### config.mk
export PLATFORM = sky130hd
export DESIGN_NAME = gemm_tile_controller
export DESIGN_NICKNAME = d
export VERILOG_FILES = /design/src/rtl/gemm_ctrl_pkg.sv /design/src/rtl/gemm_result_fifo.sv /design/src/rtl/gemm_tile_controller.sv
export SDC_FILE = /design/constraint.sdc
export NUM_CORES = 1
export LEC_CHECK = 0
export BUFFER_PORTS_ARGS = -buffer_cell sky130_fd_sc_hd__buf_2
export CORE_ASPECT_RATIO = 1.2
export CORE_MARGIN = 2
export CORE_UTILIZATION = 53
export CTS_CLUSTER_DIAMETER = 150
export CTS_CLUSTER_SIZE = 28
export DETAILED_ROUTE_END_ITERATION = 6
export GPL_ROUTABILITY_DRIVEN = 0
export HOLD_SLACK_MARGIN = 0.1
export PLACE_DENSITY = 0.76
export SYNTH_ARGS = -nofsm -noshare
export SYNTH_HDL_FRONTEND = slang
export SYNTH_SLANG_ARGS = --single-unit
### constraint.sdc
create_clock -name clk_i -period 4.45 [get_ports clk_i]
set_input_delay 0.6675 -clock clk_i [delete_from_list [all_inputs] [get_ports clk_i]]
set_output_delay 0.6675 -clock clk_i [all_outputs]
set_load 0.03 [all_outputs]
### src/rtl/gemm_ctrl_pkg.sv
// gemm_ctrl_pkg: shared types and helpers for the GeMM tile loop controller.
package gemm_ctrl_pkg;
    localparam int AddrWidth = 16;

    typedef enum logic {
        ORDER_MNK = 1'b0,
        ORDER_NMK = 1'b1
    } loop_order_e;

    typedef enum logic [1:0] {
        ST_IDLE  = 2'd0,
        ST_BUSY  = 2'd1,
        ST_DRAIN = 2'd2,
        ST_DONE  = 2'd3
    } ctrl_state_e;

    typedef struct packed {
        logic [AddrWidth-1:0] m;
        logic [AddrWidth-1:0] n;
    } result_desc_t;

    function automatic int outstanding_width(input int depth);
        return $clog2(depth + 1);
    endfunction
endpackage

### src/rtl/gemm_result_fifo.sv
// gemm_result_fifo: FIFO of completed C-block descriptors; head reads as zero when empty.
module gemm_result_fifo
    import gemm_ctrl_pkg::*;
#(
    parameter int Depth = 4
) (
    input  logic         clk,
    input  logic         rst,
    input  logic         push,
    input  result_desc_t wdata,
    input  logic         pop,
    output logic         valid,
    output result_desc_t rdata
);
    localparam int PW = Depth > 1 ? $clog2(Depth) : 1;

    result_desc_t   mem [Depth];
    logic [PW-1:0]  wr_ptr;
    logic [PW-1:0]  rd_ptr;
    logic [PW:0]    count;

    assign valid = count != '0;
    assign rdata = valid ? mem[rd_ptr] : '0;

    always_ff @(posedge clk) begin
        if (rst) begin
            wr_ptr <= '0;
            rd_ptr <= '0;
            count  <= '0;
        end else begin
            if (push) wr_ptr <= (wr_ptr == PW'(Depth - 1)) ? '0 : wr_ptr + PW'(1);
            if (pop) rd_ptr <= (rd_ptr == PW'(Depth - 1)) ? '0 : rd_ptr + PW'(1);
            count <= count + (PW + 1)'(push) - (PW + 1)'(pop);
        end
    end

    always_ff @(posedge clk) begin
        if (push) mem[wr_ptr] <= wdata;
    end
endmodule

### src/rtl/gemm_tile_controller.sv
// gemm_tile_controller: M/K/N block loop sequencer with selectable outer order,
// MAC latency model and backpressured result descriptor buffer.
module gemm_tile_controller
    import gemm_ctrl_pkg::*;
#(
    parameter int PipeLatency = 2,
    parameter int OutDepth    = 4
) (
    input  logic                 clk_i,
    input  logic                 rst_i,
    input  logic                 start_i,
    input  logic                 loop_order_i,
    input  logic [AddrWidth-1:0] M_size_i,
    input  logic [AddrWidth-1:0] K_size_i,
    input  logic [AddrWidth-1:0] N_size_i,
    input  logic                 in_valid_i,
    output logic                 in_ready_o,
    output logic [AddrWidth-1:0] M_count_o,
    output logic [AddrWidth-1:0] K_count_o,
    output logic [AddrWidth-1:0] N_count_o,
    output logic                 init_save_o,
    output logic                 out_valid_o,
    input  logic                 out_ready_i,
    output logic [AddrWidth-1:0] out_m_o,
    output logic [AddrWidth-1:0] out_n_o,
    output logic                 busy_o,
    output logic                 done_o,
    output logic                 err_o
);
    localparam int OW = outstanding_width(OutDepth);

    ctrl_state_e          state;
    loop_order_e          order;
    logic [AddrWidth-1:0] m_size, k_size, n_size;
    logic [AddrWidth-1:0] m_cnt, k_cnt, n_cnt;
    logic [OW-1:0]        outstanding, out_nxt;
    logic                 err;
    logic [PipeLatency:0] pipe_v;
    result_desc_t         pipe_d [PipeLatency+1];
    result_desc_t         head;
    logic k_last, m_last, n_last, m_tick, n_tick, fire, push, pop, size_ok;

    assign k_last      = k_cnt == k_size - AddrWidth'(1);
    assign m_last      = m_cnt == m_size - AddrWidth'(1);
    assign n_last      = n_cnt == n_size - AddrWidth'(1);
    assign n_tick      = k_last && (order == ORDER_MNK || m_last);
    assign m_tick      = k_last && (order == ORDER_NMK || n_last);
    assign in_ready_o  = state == ST_BUSY && !(k_last && outstanding == OW'(OutDepth));
    assign fire        = in_valid_i && in_ready_o;
    assign push        = fire && k_last;
    assign pop         = out_valid_o && out_ready_i;
    assign init_save_o = fire && k_cnt == '0;
    assign out_nxt     = outstanding + OW'(push) - OW'(pop);
    assign size_ok     = |M_size_i && |K_size_i && |N_size_i;
    assign M_count_o   = m_cnt;
    assign K_count_o   = k_cnt;
    assign N_count_o   = n_cnt;
    assign busy_o      = state == ST_BUSY || state == ST_DRAIN;
    assign done_o      = state == ST_DONE;
    assign err_o       = err;
    assign out_m_o     = head.m;
    assign out_n_o     = head.n;

    always_ff @(posedge clk_i) begin
        if (rst_i) begin
            state       <= ST_IDLE;
            order       <= ORDER_MNK;
            m_size      <= '0;
            k_size      <= '0;
            n_size      <= '0;
            m_cnt       <= '0;
            k_cnt       <= '0;
            n_cnt       <= '0;
            outstanding <= '0;
            err         <= 1'b0;
        end else begin
            outstanding <= out_nxt;
            case (state)
                ST_IDLE: if (start_i) begin
                    err   <= !size_ok;
                    state <= size_ok ? ST_BUSY : ST_DONE;
                    if (size_ok) begin
                        order  <= loop_order_e'(loop_order_i);
                        m_size <= M_size_i;
                        k_size <= K_size_i;
                        n_size <= N_size_i;
                        m_cnt  <= '0;
                        k_cnt  <= '0;
                        n_cnt  <= '0;
                    end
                end
                ST_BUSY: if (fire) begin
                    k_cnt <= k_last ? '0 : k_cnt + AddrWidth'(1);
                    if (n_tick) n_cnt <= n_last ? '0 : n_cnt + AddrWidth'(1);
                    if (m_tick) m_cnt <= m_last ? '0 : m_cnt + AddrWidth'(1);
                    if (k_last && m_last && n_last) state <= ST_DRAIN;
                end
                // outstanding covers both the delay line and the buffer
                ST_DRAIN: if (out_nxt == '0) state <= ST_DONE;
                default: state <= ST_IDLE;
            endcase
        end
    end

    // stage 0 captures the token at the fire edge; PipeLatency further stages model the MAC
    always_ff @(posedge clk_i) begin
        if (rst_i) pipe_v <= '0;
        else pipe_v <= {pipe_v[PipeLatency-1:0], push};
    end

    always_ff @(posedge clk_i) begin
        pipe_d[0] <= '{m: m_cnt, n: n_cnt};
        for (int i = 1; i <= PipeLatency; i++) pipe_d[i] <= pipe_d[i-1];
    end

    gemm_result_fifo #(.Depth(OutDepth)) u_fifo (
        .clk   (clk_i),
        .rst   (rst_i),
        .push  (pipe_v[PipeLatency]),
        .wdata (pipe_d[PipeLatency]),
        .pop   (pop),
        .valid (out_valid_o),
        .rdata (head)
    );
endmodule

# Yosys cells after proc, flatten, opt, wreduce, memory -nomap -nowiden
# Memories as Yosys holds them, arrays and structs flattened. A register that Yosys moved wholly into a read port is not among the register bits.
# Index checks and enable logic that the tools add are counted.
dict set report word_totals {
  ramBits 224
  reg_bits 113
  memories 2
  out_inout_bits 86
  wordCells 102
}
# memory words width rd rd_ports_with_merged_regs wr line_no
set mem_list {}
lappend mem_list {u_fifo.mem 4 32 1 1 1 gemm_result_fifo.sv:17} ;# result_desc_t mem [Depth];
lappend mem_list {pipe_d 3 32 3 0 3 gemm_tile_controller.sv:39} ;# result_desc_t pipe_d [PipeLatency+1];
dict set report classes {
  n_bitwise 1
  n_addsub 12
  mux 26
  n_reduce_logical 31
  eq_ne 16
}
# cell n
set op_table {}
lappend op_table {{16-bit two-way mux} 10}
lappend op_table {{16-bit one-hot mux with 2 select lines} 3}
lappend op_table {{16-bit by 1-bit adder with 16-bit output (second input constant)} 3}
lappend op_table {{16-bit equality test} 3}
lappend op_table {{16-bit OR reduction} 3}
lappend op_table {{16-bit by 1-bit subtractor with 16-bit output (second input constant)} 3}
lappend op_table {{32-bit two-way mux} 1}
lappend op_table {{2-bit two-way mux} 9}
lappend op_table {{16-bit logical NOT} 1}
lappend op_table {{1-bit logical AND} 12}
lappend op_table {{2-bit inequality test (second input constant)} 5}
lappend op_table {{5-bit AND reduction} 2}
lappend op_table {{2-bit equality test (second input constant)} 4}
lappend op_table {{4-bit AND reduction} 2}
lappend op_table {{3-bit by 1-bit adder with 3-bit output} 2}
lappend op_table {{2-bit one-hot mux with 3 select lines} 1}
lappend op_table {{3-bit by 1-bit subtractor with 3-bit output} 2}
lappend op_table {{2-bit by 1-bit adder with 2-bit output (second input constant)} 2}
lappend op_table {{2-bit by 1-bit inequality test with 1-bit output (second input constant)} 2}
lappend op_table {{3-bit equality test (second input constant)} 1}
lappend op_table {{3-bit logical NOT} 1}
lappend op_table {{1-bit logical OR} 3}
lappend op_table {{3-bit AND reduction} 1}
lappend op_table {{3-bit nonzero test} 1}
lappend op_table {{7 further kinds} 9}

# Logic depth before layout (Yosys ltp)
dict set report depth {
  word_depth 12
  depth_mapped 21
}

# Modules after synthesis
# Synthesis repeated with hierarchy kept, for this count alone.
dict set report unflattened {
  hier_cells 1161
  hier_area_um2 13615.6
}
# module n_inst cells_each seq_area_each_um2 area_each_um2
set by_module_without_submodules {}
lappend by_module_without_submodules {gemm_tile_controller 1 918 4043.9 8304.2}
lappend by_module_without_submodules {gemm_result_fifo 1 243 4023.9 5311.3}

# Least setup slack after synthesis
# OpenSTA, ideal clock, no wires.
dict set report synth_path {
  path_kind {register to register}
  start {register k_size[0]}
  end {register state[0]}
  path_stages_with_launch 22
  setup_slack_ns -0.204
  path_buffers 0
  arrival_ns 4.553
  t_required_ns 4.349
  path_cell_list {dfxtp_1 > inv_1 > ha_1 > or3b_1 > o31ai_1 > o2111ai_1 > nor4_1 > nand2_1 > a2111oi_0 > nand4_1 > ha_1 > inv_1 > ha_1 > inv_1 > fa_1 > xor2_1 > xnor2_1 > nand3b_1 > a21oi_1 > o21ai_0 > or3_1 > o41ai_1}
}
dict set report synth_between {
  elab_chain_len 12
}
# item line_no
set synth_lines {}
lappend synth_lines {{start: declaration} gemm_tile_controller.sv:34} ;# logic [AddrWidth-1:0] m_size, k_size, n_size;
lappend synth_lines {{start signal: assignment} gemm_tile_controller.sv:85} ;# k_size <= K_size_i;
lappend synth_lines {{16-bit by 1-bit subtractor with 16-bit output (*)} gemm_tile_controller.sv:43} ;# assign k_last = k_cnt == k_size - AddrWidth'(1);
lappend synth_lines {{16-bit equality test (*)} gemm_tile_controller.sv:43}
lappend synth_lines {{1-bit logical AND} gemm_tile_controller.sv:48} ;# assign in_ready_o = state == ST_BUSY && !(k_last && outstanding == OW'(OutDepth));
lappend synth_lines {{1-bit logical NOT} gemm_tile_controller.sv:48}
lappend synth_lines {{1-bit logical AND} gemm_tile_controller.sv:48}
lappend synth_lines {{1-bit logical AND} gemm_tile_controller.sv:49} ;# assign fire = in_valid_i && in_ready_o;
lappend synth_lines {{1-bit logical AND} gemm_tile_controller.sv:50} ;# assign push = fire && k_last;
lappend synth_lines {{3-bit by 1-bit adder with 3-bit output} gemm_tile_controller.sv:53} ;# assign out_nxt = outstanding + OW'(push) - OW'(pop);
lappend synth_lines {{3-bit by 1-bit subtractor with 3-bit output} gemm_tile_controller.sv:53}
lappend synth_lines {{3-bit logical NOT} gemm_tile_controller.sv:99} ;# ST_DRAIN: if (out_nxt == '0) state <= ST_DONE;
lappend synth_lines {{2-bit by 1-bit inequality test with 1-bit output (no line)} n/a}
lappend synth_lines {{4-bit AND reduction (no line) (*)} n/a}
lappend synth_lines {{end signal: assignment} gemm_tile_controller.sv:81} ;# state <= size_ok ? ST_BUSY : ST_DONE;
lappend synth_lines {{end: declaration} gemm_tile_controller.sv:32} ;# ctrl_state_e state;
# Every way passes the cells marked *; elsewhere a longest branch is shown, timed or not.
# A chain may end at the register's enable or synchronous reset.

# Worst setup path in the final report
# Ends and elaborated chain as after synthesis.

==> reports/results.ini <==
[outcome]
status = finished with violations
violations = negative setup slack

[synth]
synth_top_family_by_area = simple AND/OR/NAND/NOR gates
synth.mux.area_fraction_pct = 5.36
ys_types = 79
synth_area_per_cell_um2 = 11.3
synth-edff-count = 128
syn_inst = 1234
synth_compound_area_share_pct = 11.3
synth_top_area_share_pct = 30.2
yosys.area.top_type = dfxtp_1
yosysSeqAreaShare_pct = 57.6
synthSimpleGateAreaFrac_pct = 16.7
synth_common_cells = dfxtp_1, nand2_1, edfxtp_1, a21oi_1, clkbuf_1
ys_seq_elements = 339
synthAdderAreaFrac_pct = 2.07
syn_area_mm2 = 0.0140
synth_area_leaders = dfxtp_1, edfxtp_1, mux4_2
postSynth.asyncResetShare_pct = 0
synth_xor_area_share_pct = 3.98
syn-num-nets = 1310
yosys_warnings = 0
ys.flop_type = dfxtp_1
synth.most_common_cell = dfxtp_1

[timing]
hold_viol = 0
final_max_slew_viol_count = 0
final.setup.worst_slack_ns = -0.159
max_freq_mhz = 217
skew_ns = 0.0318
grt_setup_unrepaired = yes
setup_viol = 2
period_share_pct = 104
tightest_slew_ns = 0.997
min_period_ns = 4.61
relSlewSlack_pct = 33.2

[power]
finalPower_mw = 8.42
power_leakage_nw = 5.69
max-vdd-ir-drop_uv = 407
power_density_mw_per_mm2 = 529

[floorplanning]
die_y_um = 182
core_mm2 = 0.0261
start_util_pct = 53.6
die_w_um = 152
num_io_pins = 140
die-area_mm2 = 0.0277
fp-row-count = 65

[finish]
nets = 1455
nFillCells = 2067
drive_gt1_share_pct = 22.3
area_growth_pct = 13.8
antenna_cells = 0

[cts]
h-tree-depth = 1
clk_path_buf_depth = 3
cts_tree = yes
cts.sinks = 339
root_buffer = clkbuf_16
clkLatencyLatePin_ns = 0.52
numCtsBuffers = 16
cts.reportedPaths.clkPinSlew_ns = 0.11

[hold_path]
hp-class = flip-flop to flip-flop

[global_routing]
grt_max_degree = 64
grt_antenna_before_repair = 0
grt_pass1_vias = 9607
grt_pass1_wl_um = 49100
grtUsageTotal_pct = 21.6
grt.overflow.total = 0

[detailed_routing]
avgViaCountPerCell = 5.90
wl_per_cell_um = 18.0
dr.pass1.iters = 7
vias = 10200
drcViolationCount = 0
drtAntennaViolNets = 0
wl_um = 31000
drt_iter0_drc = 653

[placement]
dp_hpwl_um = 21400
post-place-ws_ns = -0.259
numPortBuffers = 139

[worst_setup_path]
worstSetupEndpointType = flip-flop
cp-start-kind = flip-flop
required_ns = 4.82
cp_max_fo = 5
worstPathArrival_ns = 4.98
worst-setup-path-type = flip-flop to flip-flop

[flow_run]
max_cap_viol_count = 0

[registers in the layout, indices dropped and copies added (netlist names), 16 cells and up, named ones only]
signal      flops
K_count_o      16
k_size         16
u_fifo.mem    128
m_size         16
pipe_d         96
N_count_o      16
n_size         16
M_count_o      16
[cells by family (layout without fill, tap and decap cells)]
family	after synthesis	count (layout)
adder cells (fa/ha/maj)	22	22
AO/OA/AOI/OAI	218	218
XOR/XNOR	62	62
buffers and inverters	104	258
flip-flops	339	339
AND/OR/NAND/NOR	454	454
multiplexers	35	35
[power by group]
group | total [mW] | leakage, nW | switching, mW | internal (mW)
logic | 3.22 | 2.73 | 1.97 | 1.25
registers | 3.56 | 2.74 | 0.222 | 3.33
clock network | 1.65 | 0.232 | 0.917 | 0.732
[metal layers]
metal / part of all wire [%] / vias to the layer above / GRT usage (%)
met4: 3.1 / 0 / 6.80
li1: - / 4824 / -
met5: 0 / - / 0
met1: 41 / 4947 / 27.0
met3: 5.9 / 81 / 3.32
met2: 50 / 311 / 38.7
[cell type report]
type,count,area (um^2),area share [%]
clock inverters,1,30.0,0.188
multi-input cells,791,5680,35.6
flip-flops and latches,339,8080,50.7
clock buffers,26,459,2.88
inverters,33,124,0.777
well taps,335,419,2.63
repair buffers,198,1150,7.21
[cell usage in the layout (no fill, tap or decap), types with 5 or more instances in the layout]
cell	instances
edfxtp_1	128
a211oi_1	8
mux4_2	32
and3_1	10
nor2_1	50
nand4_1	13
a32o_1	20
o31ai_1	7
or4_1	7
a31oi_1	7
and4_1	8
o21a_1	7
buf_2	138
o221a_2	8
or3_1	10
nand3_1	29
or2_2	11
o21ai_0	12
inv_1	29
nor2b_1	13
nor4_1	20
nor3b_1	9
dfxtp_1	207
nand3b_1	5
xnor2_1	39
xor2_1	18
nor3_1	39
clkbuf_1	9
and2_1	40
nand2_1	162
a211o_1	13
o211ai_1	11
clkbuf_16	17
ha_1	19
a21oi_1	67
nor3_2	6
buf_4	58
[what timing repair did]
action,CTS,global route
setup buffers,28,3
endpoints found under the hold margin,0,0
cloned,0,0
pin swaps,14,11
hold buffers,0,0
resized for setup,19,12
setup endpoints to repair,2,3
[critical path: stages (launching register included)]
cell       delay [ns]
dfxtp_4          0.38
buf_6            0.12
nor4_4           0.29
buf_4            0.18
nand4_1          0.13
xnor2_2          0.19
nor4_2           0.26
nand2_1          0.14
a2111oi_4        0.36
nand4_1          0.17
ha_1             0.32
inv_1            0.07
ha_1             0.15
inv_1            0.05
fa_2             0.37
xor2_2           0.19
xnor2_2          0.14
nand3b_1         0.13
a21oi_2          0.16
o21ai_2          0.08
buf_4            0.14
o311ai_1         0.32
o41ai_2          0.14
[worst paths after layout]
kind | end | slack, ns | startpoint | depth (start not counted)
worst max-delay path | state[0]$_SDFFE_PP0P_ | -0.16 | k_size[0]$_SDFFE_PP0P_ | 22
worst min register to register | pipe_d[0][79]$_DFF_P_ | 0.32 | pipe_d[0][47]$_DFF_P_ | 0
worst max register to register | state[0]$_SDFFE_PP0P_ | -0.16 | k_size[0]$_SDFFE_PP0P_ | 22
worst min-delay path | pipe_d[0][79]$_DFF_P_ | 0.32 | pipe_d[0][47]$_DFF_P_ | 0
[through the flow]
stage / std cells / cell area (um^2) / util [%] / hold WS, ns / setup TNS, ns
2_1_floorplan: 1234 / 14000 / - / 0.310 / 0
3_3_place_gp: 1671 / 15100 / 57.9 / 0.311 / -0.0503
3_5_place_dp: 1671 / 15100 / 57.9 / 0.312 / -0.502
4_1_cts: 1724 / 15900 / 60.8 / 0.329 / 0
5_1_grt: 1723 / 15900 / 61.0 / 0.339 / -0.576
6_report: 1723 / 15900 / 61.0 / 0.318 / -0.303
No activity file was read; power rests on OpenSTA's default activity.
